==> src/rtl/qam_dsp_pkg.sv <==
// Shared constants, FSM state encoding and the round/saturate helper for the
// QAM receive DSP chain.
//
// Contents:
//   DATA_W / COEF_W / ACC_W / OUT_W      datapath widths
//   NTAPS / ADDR_W / SHIFT / FIFO_D      filter length, shift, FIFO depth
//   RATE_W                               decimation-rate port width
//   mac_state_t                          MAC sequencer states
//   round_sat()                          acc -> OUT_W sample, round half up
package qam_dsp_pkg;

    localparam int DATA_W = 10;
    localparam int COEF_W = 8;
    localparam int NTAPS  = 64;
    localparam int ADDR_W = $clog2(NTAPS);
    localparam int ACC_W  = 24;
    localparam int SHIFT  = 7;
    localparam int OUT_W  = 12;
    localparam int FIFO_D = 4;
    localparam int RATE_W = 9;
    localparam int PROD_W = DATA_W + COEF_W;

    localparam logic signed [ACC_W-1:0] ROUND_BIAS = ACC_W'(2 ** (SHIFT - 1));
    localparam logic signed [ACC_W-1:0] SAT_MAX    = ACC_W'(2 ** (OUT_W - 1) - 1);
    // Bitwise inverse of the positive limit is exactly the negative limit.
    localparam logic signed [ACC_W-1:0] SAT_MIN    = ~SAT_MAX;

    typedef enum logic [1:0] {
        ST_IDLE  = 2'd0,
        ST_MAC   = 2'd1,
        ST_ROUND = 2'd2,
        ST_PUSH  = 2'd3
    } mac_state_t;

    // Round half up by adding half an LSB before the arithmetic shift, then
    // clamp to the signed output range.
    function automatic logic signed [OUT_W-1:0] round_sat(input logic signed [ACC_W-1:0] acc);
        logic signed [ACC_W-1:0] shifted;
        logic signed [OUT_W-1:0] res;
        shifted = (acc + ROUND_BIAS) >>> SHIFT;
        if (shifted > SAT_MAX) begin
            res = OUT_W'(SAT_MAX);
        end else if (shifted < SAT_MIN) begin
            res = OUT_W'(SAT_MIN);
        end else begin
            res = OUT_W'(shifted);
        end
        return res;
    endfunction

endpackage

==> src/rtl/dsp_sync_fifo.sv <==
// Synchronous first-word-fall-through FIFO (also used on the TX side).
//
// Ports:
//   clk, rst            rising-edge clock, synchronous active-high reset
//   push, push_data     write request and data; accepted when not full, or
//                       when full but a pop happens in the same cycle
//   full                no free slot
//   pop                 consume head; ignored when empty
//   pop_data            current head word (valid while !empty)
//   empty               no stored words
module dsp_sync_fifo #(
    parameter int WIDTH = 12,
    parameter int DEPTH = 4
) (
    input  logic             clk,
    input  logic             rst,
    input  logic             push,
    input  logic [WIDTH-1:0] push_data,
    output logic             full,
    input  logic             pop,
    output logic [WIDTH-1:0] pop_data,
    output logic             empty
);

    localparam int AW = $clog2(DEPTH);

    logic [WIDTH-1:0] mem_r [DEPTH];
    // One extra pointer bit distinguishes full from empty.
    logic [AW:0]      wr_ptr_r;
    logic [AW:0]      rd_ptr_r;
    logic             do_pop_s;
    logic             do_push_s;

    // Qualify pop/push; a pop on a full FIFO frees the slot the push reuses.
    always_comb begin
        do_pop_s  = pop && !empty;
        do_push_s = push && (!full || do_pop_s);
    end

    assign empty    = (wr_ptr_r == rd_ptr_r);
    assign full     = (wr_ptr_r[AW] != rd_ptr_r[AW]) &&
                      (wr_ptr_r[AW-1:0] == rd_ptr_r[AW-1:0]);
    assign pop_data = mem_r[rd_ptr_r[AW-1:0]];

    // Storage and pointer update.
    always_ff @(posedge clk) begin
        if (rst) begin
            wr_ptr_r <= {(AW+1){1'b0}};
            rd_ptr_r <= {(AW+1){1'b0}};
            for (int i = 0; i < DEPTH; i++) begin
                mem_r[i] <= {WIDTH{1'b0}};
            end
        end else begin
            if (do_push_s) begin
                mem_r[wr_ptr_r[AW-1:0]] <= push_data;
                wr_ptr_r                <= wr_ptr_r + (AW+1)'(1);
            end
            if (do_pop_s) begin
                rd_ptr_r <= rd_ptr_r + (AW+1)'(1);
            end
        end
    end

endmodule

==> src/rtl/downsamp_decimator.sv <==
// Receive decimating FIR: NTAPS-tap runtime-loadable filter evaluated by a
// single serial MAC, decimation by decim_rate, results queued in a FWFT FIFO.
//
// Ports:
//   clk, rst                       clock, synchronous active-high reset
//   adc_data, adc_valid            signed ADC sample stream, no backpressure
//   decim_rate                     decimation factor (0 behaves as 1)
//   addr, coefficient, write_en    coefficient load port (IDLE only)
//   out_data, out_valid, out_ready FIFO head with valid/ready handshake
//   busy                           MAC sequencer not idle
//   overrun, overflow, cfg_err     sticky error flags, cleared only by rst
module downsamp_decimator
    import qam_dsp_pkg::*;
(
    input  logic                     clk,
    input  logic                     rst,
    input  logic signed [DATA_W-1:0] adc_data,
    input  logic                     adc_valid,
    input  logic [RATE_W-1:0]        decim_rate,
    input  logic [ADDR_W-1:0]        addr,
    input  logic signed [COEF_W-1:0] coefficient,
    input  logic                     write_en,
    output logic signed [OUT_W-1:0]  out_data,
    output logic                     out_valid,
    input  logic                     out_ready,
    output logic                     busy,
    output logic                     overrun,
    output logic                     overflow,
    output logic                     cfg_err
);

    logic signed [DATA_W-1:0] taps_r [NTAPS];
    logic signed [DATA_W-1:0] snap_r [NTAPS];
    logic signed [COEF_W-1:0] coef_r [NTAPS];
    logic [RATE_W-1:0]        cnt_r;
    mac_state_t               state_r;
    mac_state_t               state_nxt_s;
    logic [ADDR_W-1:0]        idx_r;
    logic signed [ACC_W-1:0]  acc_r;
    logic signed [OUT_W-1:0]  result_r;
    logic signed [PROD_W-1:0] prod_s;
    logic [RATE_W-1:0]        eff_rate_s;
    logic                     trigger_s;
    logic                     idle_s;
    logic                     fifo_push_s;
    logic                     fifo_full_s;
    logic                     fifo_empty_s;

    // Decimation trigger. The >= compare lets a rate lowered mid-run wrap on
    // the next valid sample instead of waiting for the counter to roll over.
    always_comb begin
        eff_rate_s  = (decim_rate == {RATE_W{1'b0}}) ? {{(RATE_W-1){1'b0}}, 1'b1} : decim_rate;
        trigger_s   = adc_valid && (cnt_r >= (eff_rate_s - {{(RATE_W-1){1'b0}}, 1'b1}));
        idle_s      = (state_r == ST_IDLE);
        fifo_push_s = (state_r == ST_PUSH);
        prod_s      = snap_r[idx_r] * coef_r[idx_r];
    end

    // Sample delay line and phase counter.
    always_ff @(posedge clk) begin
        if (rst) begin
            cnt_r <= {RATE_W{1'b0}};
            for (int k = 0; k < NTAPS; k++) begin
                taps_r[k] <= {DATA_W{1'b0}};
            end
        end else if (adc_valid) begin
            taps_r[0] <= adc_data;
            for (int k = 1; k < NTAPS; k++) begin
                taps_r[k] <= taps_r[k-1];
            end
            if (trigger_s) begin
                cnt_r <= {RATE_W{1'b0}};
            end else begin
                cnt_r <= cnt_r + {{(RATE_W-1){1'b0}}, 1'b1};
            end
        end
    end

    // Snapshot includes the sample arriving in the trigger cycle; coefficient
    // writes are only honoured while idle.
    always_ff @(posedge clk) begin
        if (rst) begin
            for (int k = 0; k < NTAPS; k++) begin
                snap_r[k] <= {DATA_W{1'b0}};
                coef_r[k] <= {COEF_W{1'b0}};
            end
        end else begin
            if (idle_s && trigger_s) begin
                snap_r[0] <= adc_data;
                for (int k = 1; k < NTAPS; k++) begin
                    snap_r[k] <= taps_r[k-1];
                end
            end
            if (idle_s && write_en) begin
                coef_r[addr] <= coefficient;
            end
        end
    end

    // MAC sequencer next-state logic.
    always_comb begin
        state_nxt_s = state_r;
        case (state_r)
            ST_IDLE: begin
                if (trigger_s) begin
                    state_nxt_s = ST_MAC;
                end else begin
                    state_nxt_s = ST_IDLE;
                end
            end
            ST_MAC: begin
                if (idx_r == ADDR_W'(NTAPS - 1)) begin
                    state_nxt_s = ST_ROUND;
                end else begin
                    state_nxt_s = ST_MAC;
                end
            end
            ST_ROUND: state_nxt_s = ST_PUSH;
            ST_PUSH:  state_nxt_s = ST_IDLE;
            default:  state_nxt_s = ST_IDLE;
        endcase
    end

    // State register; busy tracks the state being entered.
    always_ff @(posedge clk) begin
        if (rst) begin
            state_r <= ST_IDLE;
            busy    <= 1'b0;
        end else begin
            state_r <= state_nxt_s;
            busy    <= (state_nxt_s != ST_IDLE);
        end
    end

    // Accumulator, tap index and rounded result. The accumulator is cleared
    // every idle cycle so it starts from zero on entry to MAC.
    always_ff @(posedge clk) begin
        if (rst) begin
            acc_r    <= {ACC_W{1'b0}};
            idx_r    <= {ADDR_W{1'b0}};
            result_r <= {OUT_W{1'b0}};
        end else begin
            case (state_r)
                ST_IDLE: begin
                    acc_r <= {ACC_W{1'b0}};
                    idx_r <= {ADDR_W{1'b0}};
                end
                ST_MAC: begin
                    acc_r <= acc_r + ACC_W'(prod_s);
                    idx_r <= idx_r + ADDR_W'(1);
                end
                ST_ROUND: result_r <= round_sat(acc_r);
                default: begin
                    acc_r <= acc_r;
                end
            endcase
        end
    end

    // Sticky error flags. A push into a full FIFO still succeeds when the
    // consumer pops in the same cycle.
    always_ff @(posedge clk) begin
        if (rst) begin
            overrun  <= 1'b0;
            overflow <= 1'b0;
            cfg_err  <= 1'b0;
        end else begin
            overrun  <= overrun  | (trigger_s && !idle_s);
            cfg_err  <= cfg_err  | (write_en && !idle_s);
            overflow <= overflow | (fifo_push_s && fifo_full_s && !out_ready);
        end
    end

    dsp_sync_fifo #(
        .WIDTH (OUT_W),
        .DEPTH (FIFO_D)
    ) u_fifo (
        .clk       (clk),
        .rst       (rst),
        .push      (fifo_push_s),
        .push_data (result_r),
        .full      (fifo_full_s),
        .pop       (out_ready),
        .pop_data  (out_data),
        .empty     (fifo_empty_s)
    );

    assign out_valid = !fifo_empty_s;

endmodule
==> config.mk <==
export PLATFORM = sky130hd
export DESIGN_NAME = downsamp_decimator
export DESIGN_NICKNAME = d
export VERILOG_FILES = /design/src/rtl/qam_dsp_pkg.sv /design/src/rtl/dsp_sync_fifo.sv /design/src/rtl/downsamp_decimator.sv
export SDC_FILE = /design/constraint.sdc
export NUM_CORES = 2
export LEC_CHECK = 0
export CORE_MARGIN = 5
export CORE_UTILIZATION = 40
export CTS_BUF_LIST = sky130_fd_sc_hd__clkbuf_4 sky130_fd_sc_hd__clkbuf_8
export DETAILED_ROUTE_END_ITERATION = 16
export HOLD_SLACK_MARGIN = 0.02
export PLACE_DENSITY = 0.52
export SETUP_SLACK_MARGIN = 0.1
export SYNTH_ARGS = -nofsm -noshare
export SYNTH_HDL_FRONTEND = slang
export SYNTH_SLANG_ARGS = --single-unit
==> constraint.sdc <==
create_clock -name clk -period 27.5 [get_ports clk]
set_clock_uncertainty 0.1 [all_clocks]
set_input_delay 4.125 -clock clk [delete_from_list [all_inputs] [get_ports clk]]
set_output_delay 4.125 -clock clk [all_outputs]
set_load 0.1 [all_outputs]
# Word level (Yosys, flattened, before mapping)
# Memory sizes are Yosys's and may differ from the RTL's. A register that Yosys moved wholly into a read port is not among the register bits.
# Index checks and enable logic that the tools add are counted.
# totals
ramBits	1840
output_inout_bits	17
input_bits	38
rom_bits	0
ff_bits	63
latch_bits	0
mem_count	4
# op_classes
n_shift	0
n_eq_ne	7
muxes	163
n_reduce_logical	21
n_bitwise	131
div	0
magnitude_cmp	3
n_mul	1
addsub	7
# mem_list
name	depth	word_bits	read_ports	rd_clocked_by_memory_dff	wr	line	text
snap_r	64	10	1	1	64	downsamp_decimator.sv:33	logic signed [DATA_W-1:0] snap_r [NTAPS];
taps_r	64	10	63	0	64	downsamp_decimator.sv:32	logic signed [DATA_W-1:0] taps_r [NTAPS];
coef_r	64	8	1	1	64	downsamp_decimator.sv:34	logic signed [COEF_W-1:0] coef_r [NTAPS];
u_fifo.mem_r	4	12	1	1	4	dsp_sync_fifo.sv:27	logic [WIDTH-1:0] mem_r [DEPTH];
# op_table
operator	n
$mux 10	128
$or 1x1->1	131
$pmux 24 s2	1
$mux 12	3
$mux 6	5
$add 24x18->24	1
$add 24x8->24 const B	1
$mul 10x8->18	1
$mux 9	2
$gt 17x12->1 const B	1
$lt 17x12->1 const B	1
$mux 1	17
$pmux 6 s2	1
$reduce_or 12->1	1
$logic_and 1x1->1	10
$add 9x1->9 const B	1
$ge 9x9->1	1
$logic_not 9->1	1
$sub 9x1->9 const B	1
$mux 2	4
$mux 8	1
$pmux 2 s4	1
$reduce_or 8->1	1
$add 3x1->3 const B	2
11 further kinds	16

# Longest topological paths before layout
# logic_depth
ltp_word	10
mapped_depth	27

# Hierarchy
# A second synthesis with hierarchy kept.
# unflattened
cells_unflattened	5127
area_unflattened_um2	83208.6
# modules_own_cells
module	seq_area_each_um2	area_each_um2	cells_each	n_inst
downsamp_decimator	54772.5	80616.1	4941	1
dsp_sync_fifo	1601.5	2592.5	186	1

# Least setup slack after synthesis
# No wires, ideal clock.
# synth_path
path_kind	in2reg
from	input decim_rate[4]
to	memory snap_r[0][0], enable pin
setup_ns	0.784
required_ns	26.616
slack_ns	12.004
arrival_ns	14.611
n_path_buf	0
path_stages	12
cell_sequence	or4_1 -> nor2_1 -> a31oi_1 -> ha_1 -> nand2_1 -> or3_1 -> xor2_1 -> ha_1 -> nand3_1 -> o21a_1 -> o21ai_1 -> a31o_2
# synth_rtl
item	line	text
from (decl)	downsamp_decimator.sv:19	input logic [RATE_W-1:0] decim_rate,
to (decl)	downsamp_decimator.sv:33	

==> run summary <==
Outcome: finished clean
Top FF cell, synth: edfxtp_1
Hold Crit Class: reg -> reg
Syn_nets: 5,290
Hold Fails Final Rpt: 0
Number of global-route vias before repair: 44,600
Placeable Area: 207,000 µm²
Grt total ovfl: 0
CP Class: in -> reg
Global-route wire length before repair: 278,000 µm
Final Total Pwr: 0.00618 W
Post-Layout Cell Count: 8,235
Layout Nets: 5,420
Hold_buf cts: 0
Clock-pin slew of the registers on the worst-case setup and hold paths: 0.05 ns
Post-Synth XOR/XNOR Area: 0.00556
H-tree lvl count: 5
Share of the synthesized area in the top cell type: 0.658
Die Ht: 467 µm
Final Util: 0.449
Area Growth Syn to Fin: 11.4%
Die area: 218,000 µm²
Crit path DAT: 10.19 ns
RSZ-0062 raised after global routing: no
Largest area contributor in the netlist: edfxtp_1
Largest net degree at the start of global routing: 225
Synth warn: 0
Cells after DPL: 7,648
Top Ports: 55
Initial Utilization: 0.403
Crit-path max FO: 77
# fillers: 18,200
DRC Markers: 0
Main combinational cell family by area after synthesis: simple AND/OR/NAND/NOR gates
Placer Congestion: 0.753
Clock Path Buffers: 4
Clock buffers created by TritonCTS: 341
DR vias/cell: 5.09
# port buffers: 54
Synth top area cells: edfxtp_1, mux4_2, and2_1, nor3b_1, fa_1
Setup TNS: 0 ns
Syn Inst Count: 5,073
Place WS: 16.68 ns
Syn_area_per_cell: 16.5 µm²
Pwr/cell area: 66.4 nW/µm²
ANT nets after route: 0
Ys async rst share: 0
Fraction of final layout cells sized beyond drive strength 1: 0.191
Fin crit period: 9.66 ns
Multiplexer share of the synthesized area: 0.105
VDD IR max: 58.6 µV
Via count: 41,900
Routed wire length: 179,000 µm
Die W: 467 µm
Drt wl/cell: 21.8 µm
Clk Latency, worst-skew pair: 1.03 ns
Max-slew violations: 0
Initial antenna violation count: 11
Compound-gate portion of the synthesized area: 0.0102
Max-cap violations: 0
EDFF count, synth: 1,830
Cell Rows: 167
CP Capture Type: flip-flop
DRT iter0 DRCs: 3,193
CP required: 28.03 ns
Slew HR: 0.238
Post-synth cell types: 59
Number of synthesized register bits: 1,901
Post-CTS setup buffer count: 0
Synth Cell Area: 83,600 µm²
Worst slew pin tran: 1.14 ns
Leak Pwr: 32.7 nW
CTS tree: yes
Post-DP HPWL: 99,800 µm
Final setup violating endpoints: 0
Post-CTS sizing: 0
Sequential share of the synthesized area: 0.675
CTS root buffer: clkbuf_8
Startpoint type of the worst setup path: input port
Simple-gate portion of the synthesized area: 0.146
GRT Util Overall: 0.165
CTS sink cnt: 1,901
Fin crit share: 0.351
Post-route worst setup slack: 17.84 ns
Post-Synth Adder-Cell Area: 0.0367
Max frequency: 0.104 GHz
Pre-antenna DRT Iters: 7
[per-stage QoR]
| stage | hold slack (ns) | cell area, µm² |
|---|---|---|
| 6_report | 0.365 | 93100 |
| 5_1_grt | 0.394 | 93100 |
| 4_1_cts | 0.369 | 93000 |
| 3_5_place_dp | 0.356 | 86800 |
| 3_3_place_gp | 0.355 | 86800 |
| 2_1_floorplan | 0.354 | 83600 |
[layout by cell type, fill, tap and decap left out, drive strengths merged, types with 7 or more instances in the layout]
cell type and count:
edfxtp 1830, and2 932, clkbuf 456, mux4 384
nor3b 343, nor2b 328, nor2 130, inv 114
clkinv 114, fa 110, nand2 81, dfxtp 71
buf 71, or2 70, ha 69, clkdlybuf4s50 45
a21oi 37, xnor2 29, nand3 27, xor2 24
o21ai 19, a211oi 15, nand2b 11, o211ai 11
mux2i 10, a22oi 10, diode 8, or3 8
nor3 8, and3 8, nand3b 7
[worst max-delay path, stage by stage]
cell and delay, ns:
clkdlybuf4s50_1 0.46, or4_1 0.53, nor2_1 0.18, a31oi_1 0.15, ha_1 0.24, nand2_1 0.09, or3_1 0.14, xor2_1 0.07
ha_1 0.29, nand3_1 0.07, o21a_1 0.22, o21ai_1 0.14, buf_4 0.19, a31o_4 0.74, buf_4 0.67, buf_4 0.91
buf_4 0.79
[layout make-up]
cell class / instances / area (µm²) / area share
Inverter: 112 / 420 / 0.00452
Multi-Input combinational cell: 2731 / 25400 / 0.273
Antenna cell: 8 / 20.0 / 0.000215
Timing Repair Buffer: 116 / 1070 / 0.0115
Sequential cell: 1901 / 56400 / 0.606
Tap cell: 2788 / 3490 / 0.0375
Clock buffer: 456 / 5630 / 0.0605
Clock inverter: 123 / 607 / 0.00652
[layer usage]
metal,global-route usage,share of wire,vias to the layer above
li1,-,-,19100
met1,0.235,0.46,21600
met2,0.257,0.46,863
met3,0.0350,0.050,351
met4,0.0491,0.025,2
met5,0,0.000039,-
[cells by family (layout without fill, tap and decap cells)]
group           count (synthesis)  in the layout
xor+xnor                       53             53
buf+inv                       441            807
compound gates                128            128
flops                        1901           1901
other cells                     0              8
simple gates                 1974           1974
fa+ha+maj                     179            179
mux                           397            397
[registers in the layout (all words and copies together), names as in the netlist, named ones only]
signal	flops
taps_r	630
idx_r	6
busy	1
result_r	12
u_fifo.rd_ptr_r	3
state_r	2
u_fifo.wr_ptr_r	3
snap_r	640
cnt_r	9
coef_r	512
cfg_err	1
u_fifo.mem_r	48
overrun	1
acc_r	24
overflow	1
[power breakdown]
part | total, W | leakage (nW) | switching (W) | internal [W]
Sequential | 0.00336 | 19.9 | 0.0000385 | 0.00332
Combinational | 0.000336 | 9.43 | 0.000211 | 0.000125
Clock | 0.00248 | 3.32 | 0.00114 | 0.00135
[cell usage after synthesis, drive strengths merged, types with 19 or more instances]
master and count:
nor2b 328, xnor2 29, ha 69, nand2 81, nor2 130, mux4 384
nand3 27, dfxtp 71, xor2 24, nor3b 343, or2 70, buf 67
a21oi 37, edfxtp 1830, and2 932, inv 112, fa 110, o21ai 19
clkbuf 261
[path summary, 6_finish.rpt]
path                 startpoint            end  slack, ns  cells after the start
hold / removal          cfg_err        cfg_err       0.37                      2
setup / recovery  decim_rate[4]  snap_r[28][5]      17.84                     17
setup reg to reg      flip-flop      acc_r[16]      18.01                     22
hold reg to reg         cfg_err        cfg_err       0.37                      2
No activity file was read; power rests on OpenSTA's default activity.
==> patch (config.mk and constraints unchanged) <==
Set the package constant `FIFO_D` to 8 (it was 4).
--- a/src/rtl/qam_dsp_pkg.sv
+++ b/src/rtl/qam_dsp_pkg.sv
@@ -18,3 +18,3 @@
     localparam int OUT_W  = 12;
-    localparam int FIFO_D = 4;
+    localparam int FIFO_D = 8;
     localparam int RATE_W = 9;
Function: not settled (the Yosys comparison gave no result); the edit may change what the design does.
==> patch against the original RTL <==
- total power grew 3.1%
- wire length shrank 0.41%
- worst setup slack lost 0.092 ns
- sequential power grew 3%
- die area grew 2.1%
- synthesized cell count grew 2.2%
- design area grew 2.4%
- synthesized area grew 2.1%
- non-clock buffer count grew 1
- sequential cell count grew 51
- core utilization grew 0.089 points
- count of clock-buffer cells in the layout grew 37
==> patch: results (changes against the original RTL) <==
outcome=finished clean (unchanged); EDFF count, synth=1878 (was 1830); Pre-antenna DRT Iters=5 (was 7); register area share after synthesis=67.8% (was 67.5%); slowest stage delay, CP=0.86 ns (was 0.91 ns); Hold EP=snap_r[25][7] (was cfg_err); Slowest cell on crit path=dfxtp_4 (was buf_4); worst vdd ir=0.0000488 V (was 0.0000586 V); maximum clock frequency=103 MHz (was 104 MHz); Sequential Power Share=54.1% (was 54.4%); Syn Nets=5401 (was 5290); most frequent cells after synthesis=edfxtp_1, and2_1, mux4_2 (unchanged); Reg2Reg Setup Slack=17.75 ns (was 18.01 ns); met3 Resource Use GR=3.33% (was 3.50%); hold depth=1 (was 2); final wirelength=178 mm (was 179 mm); largest net degree at the start of global routing=169 (was 225); met3 WL=8.58 mm (was 8.91 mm); Rel. slew slack=18.5% (was 23.8%); Static Leak=34.5 nW (was 32.7 nW); met2 Use GR=25.8% (was 25.7%); NumNets Final=5564 (was 5420); HPWL after DPL=103 mm (was 99.8 mm); vias in the first global route=44600 (about the same); Worst setup SP type=flip-flop (was input port); met1 usage=22.7% (was 23.5%); via count=42100 (was 41900); All-Layer GR Usage=16.1% (was 16.5%)
==> patch: cell count changes after synthesis, moves of 14 or more <==
cell,delta
mux4_2,+15
nand2_1,-16
nor3b_1,-340
buf_1,-14
and2_1,+392
edfxtp_1,+48
nor2_1,+14
==> patch: area by class of cell <==
cell class	instances	area, sq um
Clock inverter	102	556
Tap cell	2821	3530
Timing Repair Buffer	117	1070
Clock buffer	493	6010
Multi-Input combinational cell	2812	25800
Sequential cell	1952	57900
Antenna cell	4	10.0
Fill cell	18500	117000
Inverter	114	435
==> patch: cells by family after synthesis <==
group | after synthesis | share of synthesized area [%]
adder cells (fa/ha/maj) | 180 | 3.60
XOR/XNOR | 57 | 0.585
AO/OA/AOI/OAI | 129 | 1.01
flip-flops | 1952 | 67.8
multiplexers | 415 | 10.7
AND/OR/NAND/NOR | 2031 | 14.3
buffers and inverters | 420 | 1.98
